$ cat config.mk
export PLATFORM = sky130hd
export DESIGN_NAME = winner_aer_tx_flat
export DESIGN_NICKNAME = d
export VERILOG_FILES = /design/src/rtl/odesa_pkg.sv /design/src/rtl/winner_aer_tx_if.sv /design/src/rtl/sync_fifo.sv /design/src/rtl/winner_aer_tx.sv /design/src/flat_wrapper.sv
export SDC_FILE = /design/constraint.sdc
export NUM_CORES = 1
export LEC_CHECK = 0
export BUFFER_PORTS_ARGS = -buffer_cell sky130_fd_sc_hd__buf_2
export CORE_ASPECT_RATIO = 1.4
export CORE_UTILIZATION = 60
export DETAILED_ROUTE_END_ITERATION = 16
export GPL_ROUTABILITY_DRIVEN = 0
export PLACE_DENSITY_LB_ADDON = 0.1
export SYNTH_ARGS = -nofsm -noshare
export SYNTH_HDL_FRONTEND = slang
export SYNTH_SLANG_ARGS = --single-unit
$ cat constraint.sdc
create_clock -name i_clk -period 6.8 [get_ports i_clk]
set_input_delay 0.68 -clock i_clk [delete_from_list [all_inputs] [get_ports i_clk]]
set_output_delay 0.68 -clock i_clk [all_outputs]
set_load 0.01 [all_outputs]
$ cat src/rtl/odesa_pkg.sv
// rtl/odesa_pkg.sv - shared widths, one-hot constants, output FSM states and index helpers
package odesa_pkg;
    localparam int c_idx_w  = 4;
    localparam int c_addr_w = 2;
    localparam int c_drop_w = 8;

    localparam logic [c_idx_w-1:0] c_oh_0 = 4'b0001;
    localparam logic [c_idx_w-1:0] c_oh_1 = 4'b0010;
    localparam logic [c_idx_w-1:0] c_oh_2 = 4'b0100;
    localparam logic [c_idx_w-1:0] c_oh_3 = 4'b1000;

    typedef enum logic {ST_EMPTY, ST_HOLD} out_state_t;

    function automatic logic f_is_onehot(input logic [c_idx_w-1:0] idx);
        return (idx != '0) && ((idx & (idx - c_idx_w'(1))) == '0);
    endfunction

    function automatic logic [c_addr_w-1:0] f_encode(input logic [c_idx_w-1:0] idx);
        logic [c_addr_w-1:0] addr;
        addr = '0;
        case (idx)
            c_oh_1:  addr = 2'd1;
            c_oh_2:  addr = 2'd2;
            c_oh_3:  addr = 2'd3;
            default: addr = 2'd0;
        endcase
        return addr;
    endfunction
endpackage

$ cat src/rtl/winner_aer_tx_if.sv
// rtl/winner_aer_tx_if.sv - winner input strobe and AER output handshake bundle
interface winner_aer_tx_if
    import odesa_pkg::*;
#(
    parameter int p_width    = 19,
    parameter int p_ts_width = 16
);
    logic                  i_valid;
    logic [c_idx_w-1:0]    i_index;
    logic [p_width-1:0]    i_result;
    logic                  i_ready;
    logic                  o_valid;
    logic [c_addr_w-1:0]   o_addr;
    logic [p_width-1:0]    o_value;
    logic [p_ts_width-1:0] o_ts;

    modport slave (
        input  i_valid, i_index, i_result, i_ready,
        output o_valid, o_addr, o_value, o_ts
    );

    modport master (
        output i_valid, i_index, i_result, i_ready,
        input  o_valid, o_addr, o_value, o_ts
    );
endinterface

$ cat src/rtl/sync_fifo.sv
// rtl/sync_fifo.sv - single-clock FIFO, power-of-two depth, registered count and full flag
module sync_fifo #(
    parameter int p_dw    = 8,
    parameter int p_depth = 4
) (
    input  logic                       i_clk,
    input  logic                       i_rst,
    input  logic                       i_push,
    input  logic [p_dw-1:0]            i_data,
    input  logic                       i_pop,
    output logic [p_dw-1:0]            o_data,
    output logic                       o_full,
    output logic                       o_empty,
    output logic [$clog2(p_depth):0]   o_count
);
    localparam int c_aw = $clog2(p_depth);
    localparam int c_cw = c_aw + 1;

    logic [p_dw-1:0] r_mem [p_depth];
    logic [c_aw-1:0] r_wr_ptr;
    logic [c_aw-1:0] r_rd_ptr;
    logic [c_cw-1:0] r_count;
    logic [c_cw-1:0] w_count_nxt;
    logic            r_full;

    always_comb begin
        w_count_nxt = r_count;
        if (i_push && !i_pop) begin
            w_count_nxt = r_count + c_cw'(1);
        end else if (!i_push && i_pop) begin
            w_count_nxt = r_count - c_cw'(1);
        end
    end

    // Pointers wrap for free because the depth is a power of two.
    always_ff @(posedge i_clk) begin
        if (i_rst) begin
            r_wr_ptr <= '0;
            r_rd_ptr <= '0;
            r_count  <= '0;
            r_full   <= 1'b0;
        end else begin
            if (i_push) r_wr_ptr <= r_wr_ptr + c_aw'(1);
            if (i_pop)  r_rd_ptr <= r_rd_ptr + c_aw'(1);
            r_count <= w_count_nxt;
            r_full  <= (w_count_nxt == c_cw'(p_depth));
        end
    end

    always_ff @(posedge i_clk) begin
        if (i_push) r_mem[r_wr_ptr] <= i_data;
    end

    assign o_data  = r_mem[r_rd_ptr];
    assign o_full  = r_full;
    assign o_empty = (r_count == '0);
    assign o_count = r_count;
endmodule

$ cat src/rtl/winner_aer_tx.sv
// rtl/winner_aer_tx.sv - one-hot winner to AER event queue with overflow/error counters
// Optional capture timestamp enabled by WINNER_AER_TS_EN.
module winner_aer_tx
    import odesa_pkg::*;
#(
    parameter int p_width    = 19,
    parameter int p_depth    = 4,
    parameter int p_ts_width = 16
) (
    input  logic                i_clk,
    input  logic                i_rst,
    winner_aer_tx_if.slave      bus,
    output logic                o_full,
    output logic [c_drop_w-1:0] o_drop_cnt,
    output logic                o_err
);
    localparam int c_cw = $clog2(p_depth) + 1;
`ifdef WINNER_AER_TS_EN
    localparam int c_dw = c_addr_w + p_width + p_ts_width;
`else
    localparam int c_dw = c_addr_w + p_width;
`endif

    out_state_t            r_state;
    out_state_t            w_state_nxt;
    logic [c_drop_w-1:0]   r_drop;
    logic                  r_err;
    logic                  w_onehot;
    logic                  w_event;
    logic                  w_pop;
    logic                  w_push;
    logic                  w_full;
    logic                  w_empty;
    logic [c_cw-1:0]       w_count;
    logic [c_dw-1:0]       w_wdata;
    logic [c_dw-1:0]       w_rdata;
    logic [c_addr_w-1:0]   w_rd_addr;
    logic [p_width-1:0]    w_rd_value;
    logic [p_ts_width-1:0] w_rd_ts;

    assign w_onehot = f_is_onehot(bus.i_index);
    assign w_event  = bus.i_valid && w_onehot;
    assign w_pop    = (r_state == ST_HOLD) && !w_empty && bus.i_ready;
    // A full queue still takes a new event when the head leaves in the same cycle.
    assign w_push   = w_event && (!w_full || w_pop);

`ifdef WINNER_AER_TS_EN
    logic [p_ts_width-1:0] r_ts;

    always_ff @(posedge i_clk) begin
        if (i_rst) r_ts <= '0;
        else       r_ts <= r_ts + p_ts_width'(1);
    end

    assign w_wdata = {f_encode(bus.i_index), bus.i_result, r_ts};
    assign {w_rd_addr, w_rd_value, w_rd_ts} = w_rdata;
`else
    assign w_wdata = {f_encode(bus.i_index), bus.i_result};
    assign {w_rd_addr, w_rd_value} = w_rdata;
    assign w_rd_ts = '0;
`endif

    sync_fifo #(
        .p_dw    (c_dw),
        .p_depth (p_depth)
    ) u_fifo (
        .i_clk   (i_clk),
        .i_rst   (i_rst),
        .i_push  (w_push),
        .i_data  (w_wdata),
        .i_pop   (w_pop),
        .o_data  (w_rdata),
        .o_full  (w_full),
        .o_empty (w_empty),
        .o_count (w_count)
    );

    always_ff @(posedge i_clk) begin
        if (i_rst) r_state <= ST_EMPTY;
        else       r_state <= w_state_nxt;
    end

    always_comb begin
        w_state_nxt  = r_state;
        bus.o_valid  = 1'b0;
        bus.o_addr   = '0;
        bus.o_value  = '0;
        bus.o_ts     = '0;
        case (r_state)
            ST_EMPTY: if (w_push) w_state_nxt = ST_HOLD;
            ST_HOLD: begin
                bus.o_valid = 1'b1;
                bus.o_addr  = w_rd_addr;
                bus.o_value = w_rd_value;
                bus.o_ts    = w_rd_ts;
                if (w_pop && (w_count == c_cw'(1)) && !w_push) w_state_nxt = ST_EMPTY;
            end
            default: w_state_nxt = ST_EMPTY;
        endcase
    end

    always_ff @(posedge i_clk) begin
        if (i_rst) begin
            r_drop <= '0;
            r_err  <= 1'b0;
        end else begin
            if (w_event && w_full && !w_pop && (r_drop != '1)) r_drop <= r_drop + c_drop_w'(1);
            if (bus.i_valid && (bus.i_index != '0) && !w_onehot) r_err <= 1'b1;
        end
    end

    assign o_full     = w_full;
    assign o_drop_cnt = r_drop;
    assign o_err      = r_err;
endmodule

$ cat src/flat_wrapper.sv
// flat-port wrapper written by rule: the top's interface ports become plain ports
module winner_aer_tx_flat import odesa_pkg::*;
#(
    parameter int p_width    = 19,
    parameter int p_depth    = 4,
    parameter int p_ts_width = 16
)
  (i_clk, i_rst, o_full, o_drop_cnt, o_err, bus_i_valid, bus_i_index, bus_i_result, bus_i_ready, bus_o_valid, bus_o_addr, bus_o_value, bus_o_ts);
  winner_aer_tx_if #(.p_width(p_width), .p_ts_width(p_ts_width)) bus_i ();
  input  logic i_clk;
  input  logic i_rst;
  output logic o_full;
  output logic [c_drop_w-1:0] o_drop_cnt;
  output logic o_err;
  input wire logic [$bits(bus_i.i_valid)-1:0] bus_i_valid;
  input wire logic [$bits(bus_i.i_index)-1:0] bus_i_index;
  input wire logic [$bits(bus_i.i_result)-1:0] bus_i_result;
  input wire logic [$bits(bus_i.i_ready)-1:0] bus_i_ready;
  output wire logic [$bits(bus_i.o_valid)-1:0] bus_o_valid;
  output wire logic [$bits(bus_i.o_addr)-1:0] bus_o_addr;
  output wire logic [$bits(bus_i.o_value)-1:0] bus_o_value;
  output wire logic [$bits(bus_i.o_ts)-1:0] bus_o_ts;
  assign bus_i.i_valid = bus_i_valid;
  assign bus_i.i_index = bus_i_index;
  assign bus_i.i_result = bus_i_result;
  assign bus_i.i_ready = bus_i_ready;
  assign bus_o_valid = bus_i.o_valid;
  assign bus_o_addr = bus_i.o_addr;
  assign bus_o_value = bus_i.o_value;
  assign bus_o_ts = bus_i.o_ts;
  winner_aer_tx #(.p_width(p_width), .p_depth(p_depth), .p_ts_width(p_ts_width)) u_core (.i_clk(i_clk), .i_rst(i_rst), .bus(bus_i), .o_full(o_full), .o_drop_cnt(o_drop_cnt), .o_err(o_err));
endmodule
Word-level counts from Yosys, hierarchy flattened. Memory sizes are Yosys's and may differ from the RTL's. A register that Yosys moved wholly into a read port is not among the register bits. Cells that the tools add are included.

Add/subtract/negate cells: 6. Bitwise logic cells: 2. Mux-type cells: 12. Equal/unequal tests: 6. Reductions and logical operators: 23.

Operators with widths (number): $mux W19 (1); $logic_and A1 B1 Y1 (14); $add A8 B1 Y8 const B (1); $ne A8 B8 Y1 const B (1); $mux W2 (3); $mux W3 (2); $pmux W2 S3 (1); $logic_not A1 Y1 (5); $add A2 B1 Y2 const B (2); $and A4 B4 Y4 (1); $eq A4 B2 Y1 const B (1); $eq A4 B3 Y1 const B (1); $eq A4 B4 Y1 const B (1); $logic_not A4 Y1 (1); $mux W1 (4); $reduce_bool A4 Y1 (1); $sub A4 B1 Y4 const B (1); $add A3 B1 Y3 const B (1); $eq A3 B1 Y1 const B (1); $eq A3 B3 Y1 const B (1); $logic_not A3 Y1 (1); $sub A3 B1 Y3 const B (1); $pmux W1 S2 (1); $logic_or A1 B1 Y1 (1); $not A1 Y1 (1).

RAM bits: 84. Flip-flop bits (word level): 18. Output and inout port bits: 48. Memories kept: 1.

Memory list: u_core.u_fifo.r_mem (depth 4, bits a word 21, read ports 1, clocked after Yosys merged registers in 1, wr ports 1, line sync_fifo.sv:19) `logic [p_dw-1:0] r_mem [p_depth];`.

Logic depth before layout (Yosys ltp). Gate-level depths: netlist of run 1.

Word-level depth: 11. Mapped depth: 10.

Cells and area by module. From an unflattened synthesis of run 1, not the netlist that was laid out.

Cell total of the unflattened synthesis: 280. Area total of the unflattened synthesis: 4415.5 sq um.

Modules (own cells, without submodules): sync_fifo (times used 1, area an instance 3578.4 sq um, seq. area each 2722.6 sq um, cells each 171); winner_aer_tx (times used 1, area an instance 837.1 sq um, seq. area each 200.2 sq um, cells each 109).

Least setup slack after synthesis of run 1. Ideal clock, no wire load.

Kind: input-to-reg. From: input port bus_i_index[0]. To: memory u_core.u_fifo.r_mem[0][0] (netlist bit) (enable). Data arrival time: 2.170 ns. Buffers on the path: 0. Library setup time: 0.379 ns. Stages on the path: 4. Path slack: 4.251 ns. Cells stage by stage: nor4b_1 o31ai_4 a21oi_2 and2_1.

Longest elaborated chain between the ends: 8. Elaborated cells between the ends (all ways): 9.

RTL lines: from (decl) (line flat_wrapper.sv:16) `input wire logic [$bits(bus_i.i_index)-1:0] bus_i_index;`; $sub A4 B1 Y4 (line odesa_pkg.sv:15) `return (idx != '0) && ((idx & (idx - c_idx_w'(1))) == '0);`; $and A4 B4 Y4 (line odesa_pkg.sv:15); $logic_not A4 Y1 (line odesa_pkg.sv:15); $logic_and A1 B1 Y1 (*) (line odesa_pkg.sv:15); $logic_and A1 B1 Y1 (*) (line winner_aer_tx.sv:42) `assign w_event = bus.i_valid && w_onehot;`; $logic_and A1 B1 Y1 (*) (line winner_aer_tx.sv:45) `assign w_push = w_event && (!w_full || w_pop);`; $mux W1 (*) (line sync_fifo.sv:51) `if (i_push) r_mem[r_wr_ptr] <= i_data;`; $mux W1 (implied by the code) (*) (line sync_fifo.sv:51); to (decl) (line sync_fifo.sv:19).

Every way passes the cells marked *; elsewhere a longest branch is shown, timed or not.

Worst setup path in the final report of run 1.
From: register u_core.r_state. To: memory u_core.u_fifo.r_mem[0][8] (netlist bit) (enable).

Longest elaborated chain between the ends: 6.

RTL lines: from (decl) (line winner_aer_tx.sv:24) `out_state_t r_state;`; from (signal assigned) (line winner_aer_tx.sv:80) `else r_state <= w_state_nxt;`; $logic_and A1 B1 Y1 (2 in series) (line winner_aer_tx.sv:43) `assign w_pop = (r_state == ST_HOLD) && !w_empty && bus.i_ready;`; $logic_or A1 B1 Y1 (line winner_aer_tx.sv:45); $logic_and A1 B1 Y1 (line winner_aer_tx.sv:45); $mux W1 (line sync_fifo.sv:51); $mux W1 (implied by the code) (line sync_fifo.sv:51).

Every way passes these cells.

==> results of run 1 <==
[critical path: stages (launching register included)]
cell,delay [ns]
dfxtp_1,0.89
nand3b_1,0.36
a21oi_2,0.38
and2_1,0.91
[cells in the final DEF, fill, tap and decap left out, types with 5 or more instances in the layout]
cell type,Yosys,final
edfxtp_1,84,84
buf_2,2,58
and2_1,25,25
mux4_2,21,21
nor2_1,20,20
dfxtp_1,20,19
conb_1,1,16
xnor2_1,13,13
ha_1,9,9
clkbuf_8,0,9
inv_1,8,8
nor3_1,6,6
nand2_1,6,6
a21oi_1,6,6
nand3_1,5,5
[power by group through the flow]
stage / Clock (uW) / Combinational [uW] / Sequential, uW
3_3_place_gp: 0 / 59.7 / 717
5_1_grt: 383 / 69.0 / 704
4_1_cts: 360 / 62.1 / 703
2_1_floorplan: 0 / 45.4 / 714
3_5_place_dp: 0 / 61.9 / 718
6_report: 350 / 61.6 / 703
[stage by stage]
stage	std cells	power (uW)	area [um2]	setup slack [ns]
2_1_floorplan	291	760	4430	4.25
3_3_place_gp	418	777	4680	3.63
3_5_place_dp	418	780	4680	3.57
4_1_cts	434	1130	4860	3.76
5_1_grt	434	1160	4860	3.66
6_report	434	1110	4860	3.87
[routing by layer]
layer  track usage (%)  share of wire, %  vias up
li1                  -                 -     1112
met2              34.0                53       68
met1              23.3                41     1140
met4              13.0               2.2        0
met3              3.13               3.9       11
met5                 0                 0        -
[final cells by class]
| class | instances | share of cell area [%] |
|---|---|---|
| clock buffers | 11 | 3.14 |
| clock inverters | 5 | 0.567 |
| inverters | 8 | 0.618 |
| multi-input cells | 153 | 27.0 |
| flip-flops and latches | 104 | 60.2 |
| well taps | 95 | 2.45 |
| repair buffers | 58 | 5.98 |
[state kept, by name (all words and copies together), names as in the netlist, named ones only]
register                count
u_core.u_fifo.r_mem        84
u_core.o_drop_cnt           8
u_core.u_fifo.o_count       3
u_core.u_fifo.r_rd_ptr      2
u_core.u_fifo.r_wr_ptr      2
u_core.o_err                1
u_core.r_state              1
u_core.u_fifo.o_full        1
[logic make-up after synthesis]
| family | count (synthesis) | synth area share (%) |
|---|---|---|
| DFF | 104 | 66.8 |
| adders and majority gates | 10 | 2.80 |
| xor gates and xnor gates | 14 | 2.80 |
| AOI/OAI and AO/OA | 14 | 2.23 |
| other | 1 | 0.0857 |
| buffers and inverters | 34 | 4.52 |
| muxes | 24 | 11.5 |
| and+or+nand+nor | 75 | 9.29 |
[worst paths after layout]
kind	cells past startpoint	endpoint	startpoint	slack, ns
max	3	u_core.u_fifo.r_mem[0][8]	u_core.r_state	3.87
min	2	u_core.o_err	u_core.o_err	0.45
max reg2reg	3	u_core.u_fifo.r_mem[0][8]	u_core.r_state	3.87
min reg2reg	2	u_core.o_err	u_core.o_err	0.45
==> metrics.txt, run 1 <==
clock sink count=104; min Tclk post-route=roughly 2.9 ns; Final Routed Wirelength=roughly 7.0 mm; Sequential Power Share=63.1%; Buffers on Ports=58; syn_area_per_cell=between 15 and 20 um2; Yosys top cell by area=edfxtp_1; startpoint types=register; clk root buf=clkbuf_8; Seq/Total Area, Yosys=approximately 67%; Clock Skews=0.00492 ns; routed length per placed instance=around 16 um; dpl hpwl=4.53 mm; ys async rst share=0%; #FFs+latches synth=roughly 100; Layout area overhead=10.9%; ys flop type=edfxtp_1; CTS buffer count=9; n_diodes=0; post-synthesis cell type count=36; class of the worst hold path=register to register; Die Y=103 um; Gate power share=approximately 5.5%; largest cells by area after synthesis=edfxtp_1 (58%), mux4_2 (11%), dfxtp_1 (9.1%); sw power=approximately 240 uW; die area=~0.0076 mm2; clock buffer depth=2; CORE AREA=approximately 0.0070 mm2; # rows=36; Synth top cells by count=edfxtp_1 (84), and2_1 (25), mux4_2 (21), dfxtp_1 (20), nor2_1 (20); DRC=0; GR Overflow Total=0; Max Freq=0.341 GHz; Final Hold Viols=0; CTS tree=yes; crit-path max FO=25; Routed Antenna Nets=0; clock power share=about a third; FILL cells=between 500 and 600; Crit path required time=6.78 ns; share of cells above drive strength 1=between 20% and 30%; clock transition at the registers of the reported paths=~0.090 ns; # setup viols final=0; Final Cycle Share=a little over two fifths; WHS=0.451 ns; TritonRoute pass-1 iters=6; sw frac=a little over a fifth; global-route wire length before repair=between 10 and 15 mm; endpoint class of the critical path=register; Synth Instances=276; Leak Pwr=~0.0017 uW; vias=2331; most frequent cell after synthesis=edfxtp_1; Reg area=about 0.0029 mm2; status=completed; PwrDens=about 230 mW/mm2; actual slew at the worst max-slew pin=~1.1 ns; fin nets=370; Worst-Skew Late Latency=0.36 ns; Max-Cap Viols=0; Critical Path AT=2.91 ns; postcts setup bufs=0; vias per inst=around 5.4; GRT Total Usage=between 10% and 20%; Rel. slew slack=about 27%; CTS Hold Bufs=0; peak supply drop=roughly 0.00013 V; RSZ-0062 raised after global routing=no; die width=around 74 um; Setup TNS=0 ns; vias in the first global route=2193; initial antenna violation count=0; Slew Viols, Final=0; Crit Path Category=register to register; area occupied by multi-input gates=0.00131 mm2; 1st-iter DRT viols=approximately 160; H-tree levels=3; Synth top area share=57.6%; fin util=approximately 69%; Ys Warns=0; Starting Density=62.3%; post-cts resize count=0; Int Pwr=approximately 880 uW; number of enable flip-flop cells after synthesis=84; largest net degree at the start of global routing=26; I/O pin count=between 70 and 80; Mapped Area=0.00438 mm2
Note: power is estimated with default switching activity, not from simulation.
==> run 2, diff against run 1 <==
--- a/config.mk
+++ b/config.mk
@@ -7,7 +7,7 @@
 export LEC_CHECK = 0
 export BUFFER_PORTS_ARGS = -buffer_cell sky130_fd_sc_hd__buf_2
 export CORE_ASPECT_RATIO = 1.4
-export CORE_UTILIZATION = 60
+export CORE_UTILIZATION = 56
 export DETAILED_ROUTE_END_ITERATION = 16
 export GPL_ROUTABILITY_DRIVEN = 0
 export PLACE_DENSITY_LB_ADDON = 0.1
==> constraint.sdc (replaced) <==
create_clock -name i_clk -period 2.7 [get_ports i_clk]
set_input_delay 0.27 -clock i_clk [delete_from_list [all_inputs] [get_ports i_clk]]
set_output_delay 0.27 -clock i_clk [all_outputs]
set_load 0.01 [all_outputs]
==> run 2 against run 1 <==
Effect of this change:
- critical path depth up 4
- clock-buffer cell count grew 5
- non-clock buffer count grew 9
- highest routed layer unchanged
==> metrics.txt, run 2 (synthesis gave the netlist of run 1 again) <==
status=completed; DRC=0 (unchanged); H-tree levels=3 (unchanged); clock sink count=104 (unchanged); CTS buffer count=9 (unchanged); peak supply drop=0.000293 V (+130%); Die Y=107 um (+3.4%); GR Overflow Total=0 (unchanged); TritonRoute pass-1 iters=4 (-2); fin nets=379 (+2.4%); post-cts resize count=0 (unchanged); Clock Skews=0.00764 ns (+0.00272 ns); Leak Pwr=0.00179 uW (+2.6%); Critical Path AT=2.31 ns (-0.60 ns); Crit path required time=2.76 ns (-4.02 ns); Power Total=2800 uW (+150%); Rel. slew slack=60.8% (+34 points); initial antenna violation count=0 (unchanged); vias=2331 (unchanged); clk root buf=clkbuf_8; Largest Register=u_core.u_fifo.r_mem; routed length per placed instance=16.3 um (+0.93%); crit-path max FO=21 (-16%); I/O pin count=75 (unchanged); CTS Hold Bufs=0 (unchanged); Worst Path Buf+Inv=2 (+2); die area=0.00818 mm2 (+7.0%); CP cell instances=inv_1, ha_1, ha_1, nand3b_1, a21oi_2, and2_1, buf_12; global-route wire length before repair=11.6 mm (+8.9%); # rows=37 (+2.8%); vias in the first global route=2358 (+7.5%); GRT Total Usage=19.4% (-0.56 points); Int Pwr=2210 uW (+150%); Worst-Skew Late Latency=0.36 ns (about the same); Sequential Power Share=63.0% (about the same); # setup viols final=0 (unchanged); largest net degree at the start of global routing=23 (-12%); min Tclk post-route=2.24 ns (-0.690 ns); endpoint class of the critical path=register; CP most frequent cell=ha_1; Slew Viols, Final=0 (unchanged); Max-Cap Viols=0 (unchanged); slowest CP cell=dfxtp_1; actual slew at the worst max-slew pin=0.584 ns (-0.509 ns); clock buffer depth=2 (unchanged); dpl hpwl=4.78 mm (+5.7%); startpoint types=register; 1st-iter DRT viols=122 (-25%); CTS tree=yes; commonest cells after routing, fill and taps aside=edfxtp_1 (84), buf_2 (58), and2_1 (25); n_diodes=0 (unchanged); clock transition at the registers of the reported paths=0.09 ns (about the same); Final Hold Viols=0 (unchanged); Routed Antenna Nets=0 (unchanged); Final Cycle Share=83.0% (+40 points); RSZ-0062 raised after global routing=no; fin util=66.6% (-2.5 points); class of the worst hold path=input pin to register; Max Freq=0.446 GHz (+31%); vias per inst=5.24 (-2.5%); Starting Density=58.7% (-3.6 points); postcts setup bufs=0 (unchanged); PwrDens=563 mW/mm2 (+150%); die width=76.7 um (+3.4%); Layout area overhead=13.5%; r2r worst-path depth=7 (+4); Buffers on Ports=58 (unchanged); Setup TNS=0 ns (unchanged); Hold Path Stages=1 (-1); Levels on crit path=7 (+4); sw frac=20.9% (-0.51 points); Crit Path Category=register to register; clock power share=30.9% (-0.5 points); Worst path max stage delay=0.39 ns (-0.52 ns); CORE AREA=0.00745 mm2 (+6.1%); max reg flops=84 (unchanged); Final Routed Wirelength=7.24 mm (+3.5%); share of cells above drive strength 1=29.6% (+0.69 points); Worst path top cell family by delay=simple AND/OR/NAND/NOR gates; sw power=584 uW (+150%); Gate power share=6.1% (+0.6 points); most common cell after layout, fill and taps aside=edfxtp_1
[run 2: cell count changes in the layout (fill, tap and decap cells not counted)]
| cell | delta |
|---|---|
| clkbuf_1 | +4 |
| clkbuf_16 | -1 |
| clkbuf_8 | +2 |
| clkinv_2 | -3 |
| buf_4 | +5 |
| inv_4 | -2 |
| buf_12 | +4 |
[run 2: through the flow]
stage	instance area (um2)	setup WS (ns)	instances	hold slack, ns
finish	4970	0.459	445	0.121
global route	4970	0.297	445	0.114
CTS	4970	0.428	445	0.107
detailed placement	4800	0.480	429	0.437
global placement	4800	0.532	429	0.435
floorplan	4430	0.371	291	0.369
[run 2: final cells by class]
class	count	area [um2]
Clock buffer	16	170
Sequential cell	104	2920
Tap cell	97	121
Multi-Input combinational cell	153	1310
Fill cell	560	2490
Timing Repair Buffer	67	408
Inverter	8	30.0
[run 2: final timing paths]
path | startpoint | to | slack (ns)
max | u_core.u_fifo.o_count[0] | u_core.u_fifo.r_mem[2][5] | 0.46
max reg2reg | u_core.u_fifo.o_count[0] | u_core.u_fifo.r_mem[2][5] | 0.46
min | bus_i_result[18] | u_core.u_fifo.r_mem[3][18] | 0.12
min reg2reg | u_core.o_err | u_core.o_err | 0.45
[run 2: per-layer routing]
| layer | GRT usage, % | up-vias | wire (um) |
|---|---|---|---|
| met2 | 33.6 | 63 | 3760 |
| met4 | 9.48 | 0 | 155 |
| met1 | 23.0 | 1129 | 3050 |
| li1 | - | 1126 | - |
| met3 | 4.17 | 13 | 276 |
| met5 | 0 | - | 0 |
[run 2: power groups by stage]
stage          Sequential (uW)  Combinational, uW  Clock, uW
6_report                  1760                170        865
5_1_grt                   1770                190        939
4_1_cts                   1760                172        883
3_5_place_dp              1800                172          0
3_3_place_gp              1800                168          0
2_1_floorplan             1800                114          0
[run 2: worst reg2reg max path, stage by stage, from the launching register on]
cell,delay (ns)
dfxtp_1,0.39
inv_1,0.10
ha_1,0.21
ha_1,0.20
nand3b_1,0.28
a21oi_2,0.35
and2_1,0.22
buf_12,0.19
==> run 3, diff against run 2 <==
==> constraint.sdc (replaced) <==
create_clock -name i_clk -period 2.2 [get_ports i_clk]
set_input_delay 0.22 -clock i_clk [delete_from_list [all_inputs] [get_ports i_clk]]
set_output_delay 0.22 -clock i_clk [all_outputs]
set_load 0.01 [all_outputs]
==> run 3 against run 2 <==
Effect of this change:
- sequential power up 23%
- total power up 22%
- clock power up 18%
- sequential cell count unchanged
- non-clock buffer count up 7
- final cell count up 1.6%
- critical path type unchanged
- largest power group unchanged
- highest routed layer unchanged
==> metrics.txt, run 3 (synthesis gave the netlist of run 1 again) <==
Leak Pwr=0.00182 uW (+2.2%); vias=2418 (+3.7%); clock sink count=104 (unchanged); class of the worst hold path=input pin to register; Max-Cap Viols=0 (unchanged); PwrDens=675 mW/mm2 (+20%); endpoint class of the critical path=register; DRC=0 (unchanged); fin util=67.6% (+0.97 points); sw frac=21.1% (+0.19 points); Clock Skews=0.00565 ns (-0.00199 ns); startpoint types=register; slowest CP cell=dfxtp_1; Max Freq=0.491 GHz (+10%); Gate power share=6.3% (+0.2 points); CORE AREA=0.00745 mm2 (unchanged); Final Routed Wirelength=7.30 mm (+0.77%); die width=76.7 um (unchanged); clock transition at the registers of the reported paths=0.09 ns (about the same); Routed Antenna Nets=0 (unchanged); routed length per placed instance=16.1 um (-0.79%); global-route wire length before repair=11.9 mm (+2.3%); Int Pwr=2680 uW (+21%); Starting Density=58.7% (unchanged); sw power=717 uW (+23%); status=completed; Worst-Skew Late Latency=0.35 ns (about the same); min Tclk post-route=2.03 ns (-0.206 ns); dpl hpwl=5.07 mm (+6.0%); largest net degree at the start of global routing=23 (unchanged); actual slew at the worst max-slew pin=0.557 ns (-0.0272 ns); 1st-iter DRT viols=144 (+18%); CP most frequent cell=ha_1; Crit Path Category=register to register; Final Cycle Share=92.5% (+9.5 points); Worst path max stage delay=0.37 ns (-0.02 ns); clock buffer depth=2 (unchanged); Slew Viols, Final=0 (unchanged); CTS buffer count=9 (unchanged); Die Y=107 um (unchanged); FILL cells=564 (+0.71%); post-cts resize count=0 (unchanged); GR Overflow Total=0 (unchanged); fin nets=386 (+1.8%); # setup viols final=0 (unchanged); clk root buf=clkbuf_8; max reg flops=84 (unchanged); # rows=37 (unchanged); RSZ-0062 raised after global routing=no; Sequential Power Share=63.6% (+0.6 points); postcts setup bufs=0 (unchanged); commonest cells after routing, fill and taps aside=edfxtp_1 (84), buf_2 (58), mux4_2 (21), and2_1 (21), nor2_1 (20); I/O pin count=75 (unchanged); Setup TNS=0 ns (unchanged); CTS tree=yes; CP cell instances=inv_1, ha_1, ha_1, nand3b_1, a21oi_2, and2_2, buf_12; Critical Path AT=2.10 ns (-0.21 ns); die area=0.00818 mm2 (unchanged); vias per inst=5.35 (+2.1%); Worst path top cell family by delay=simple AND/OR/NAND/NOR gates; clock power share=30.1% (-0.8 points); share of cells above drive strength 1=33.8% (+4.2 points); CTS Hold Bufs=0 (unchanged); Largest Register=u_core.u_fifo.r_mem; peak supply drop=0.000357 V (+22%); GRT Total Usage=19.8% (+0.31 points); Layout area overhead=15.1%; Crit path required time=2.27 ns (-0.49 ns); TritonRoute pass-1 iters=4 (unchanged); initial antenna violation count=0 (unchanged); n_diodes=0 (unchanged); crit-path max FO=13 (-38%); H-tree levels=3 (unchanged); most common cell after layout, fill and taps aside=edfxtp_1; Buffers on Ports=58 (unchanged); Worst Path Buf+Inv=2 (unchanged); Rel. slew slack=62.6% (+1.8 points); Final Hold Viols=0 (unchanged); vias in the first global route=2466 (+4.6%)
run 3: changes by cell type in the layout (fill, tap and decap cells not counted), moves of 2 or more:
cell and change:
clkbuf_1 -2, nor4_1 -2, and2_2 +4, and2_1 -4, clkinv_2 +2, buf_4 +7
nor4_2 +2
run 3: routing by layer:
layer  vias to the layer above  wire (um)  track usage (%)
met3                        10        193             3.83
met2                        54       4170             36.9
met1                      1215       2810             21.0
li1                       1139          -                -
met5                         -          0                0
met4                         0        125             9.75
run 3: stage by stage:
step                total power, uW  std cells  cell area, um2  hold WS, ns  worst slack (ns)
floorplan                      2350        291            4440        0.319            0.0932
global placement               2420        436            4850        0.432             0.247
detailed placement             2430        436            4850        0.439             0.168
CTS                            3430        452            5020       0.0579             0.160
global route                   3520        452            5040       0.0514            0.0198
finish                         3400        452            5040       0.0740             0.165
run 3: worst register-to-register path, cell delays in order (launching register included):
cell and delay, ns:
dfxtp_1 0.37, inv_1 0.10, ha_1 0.19, ha_1 0.20
nand3b_1 0.21, a21oi_2 0.23, and2_2 0.28, buf_12 0.17
run 3: area by class of cell:
class                           instances  area [um2]  area share, %
Multi-Input combinational cell        153        1340           26.5
Clock buffer                           13         149           2.95
Tap cell                               97         121           2.41
Timing Repair Buffer                   74         460           9.14
Inverter                                8        30.0          0.596
Sequential cell                       104        2930           58.0
Clock inverter                          3        17.5          0.348
run 3: worst paths after layout:
kind	startpoint	end	slack [ns]	cells after the start
setup / recovery	u_core.u_fifo.o_count[1]	u_core.u_fifo.r_mem[1][7]	0.17	7
hold reg to reg	u_core.o_err	u_core.o_err	0.45	2
hold / removal	bus_i_result[11]	u_core.u_fifo.r_mem[2][11]	0.07	1
setup reg to reg	u_core.u_fifo.o_count[1]	u_core.u_fifo.r_mem[1][7]	0.17	7
run 3: power by group through the flow:
stage | Combinational (uW) | Clock [uW] | Sequential (uW)
after floorplan | 141 | 0 | 2210
after global placement | 212 | 0 | 2210
after detailed placement | 218 | 0 | 2210
after CTS | 218 | 1050 | 2160
after global routing | 239 | 1120 | 2170
final | 216 | 1020 | 2160
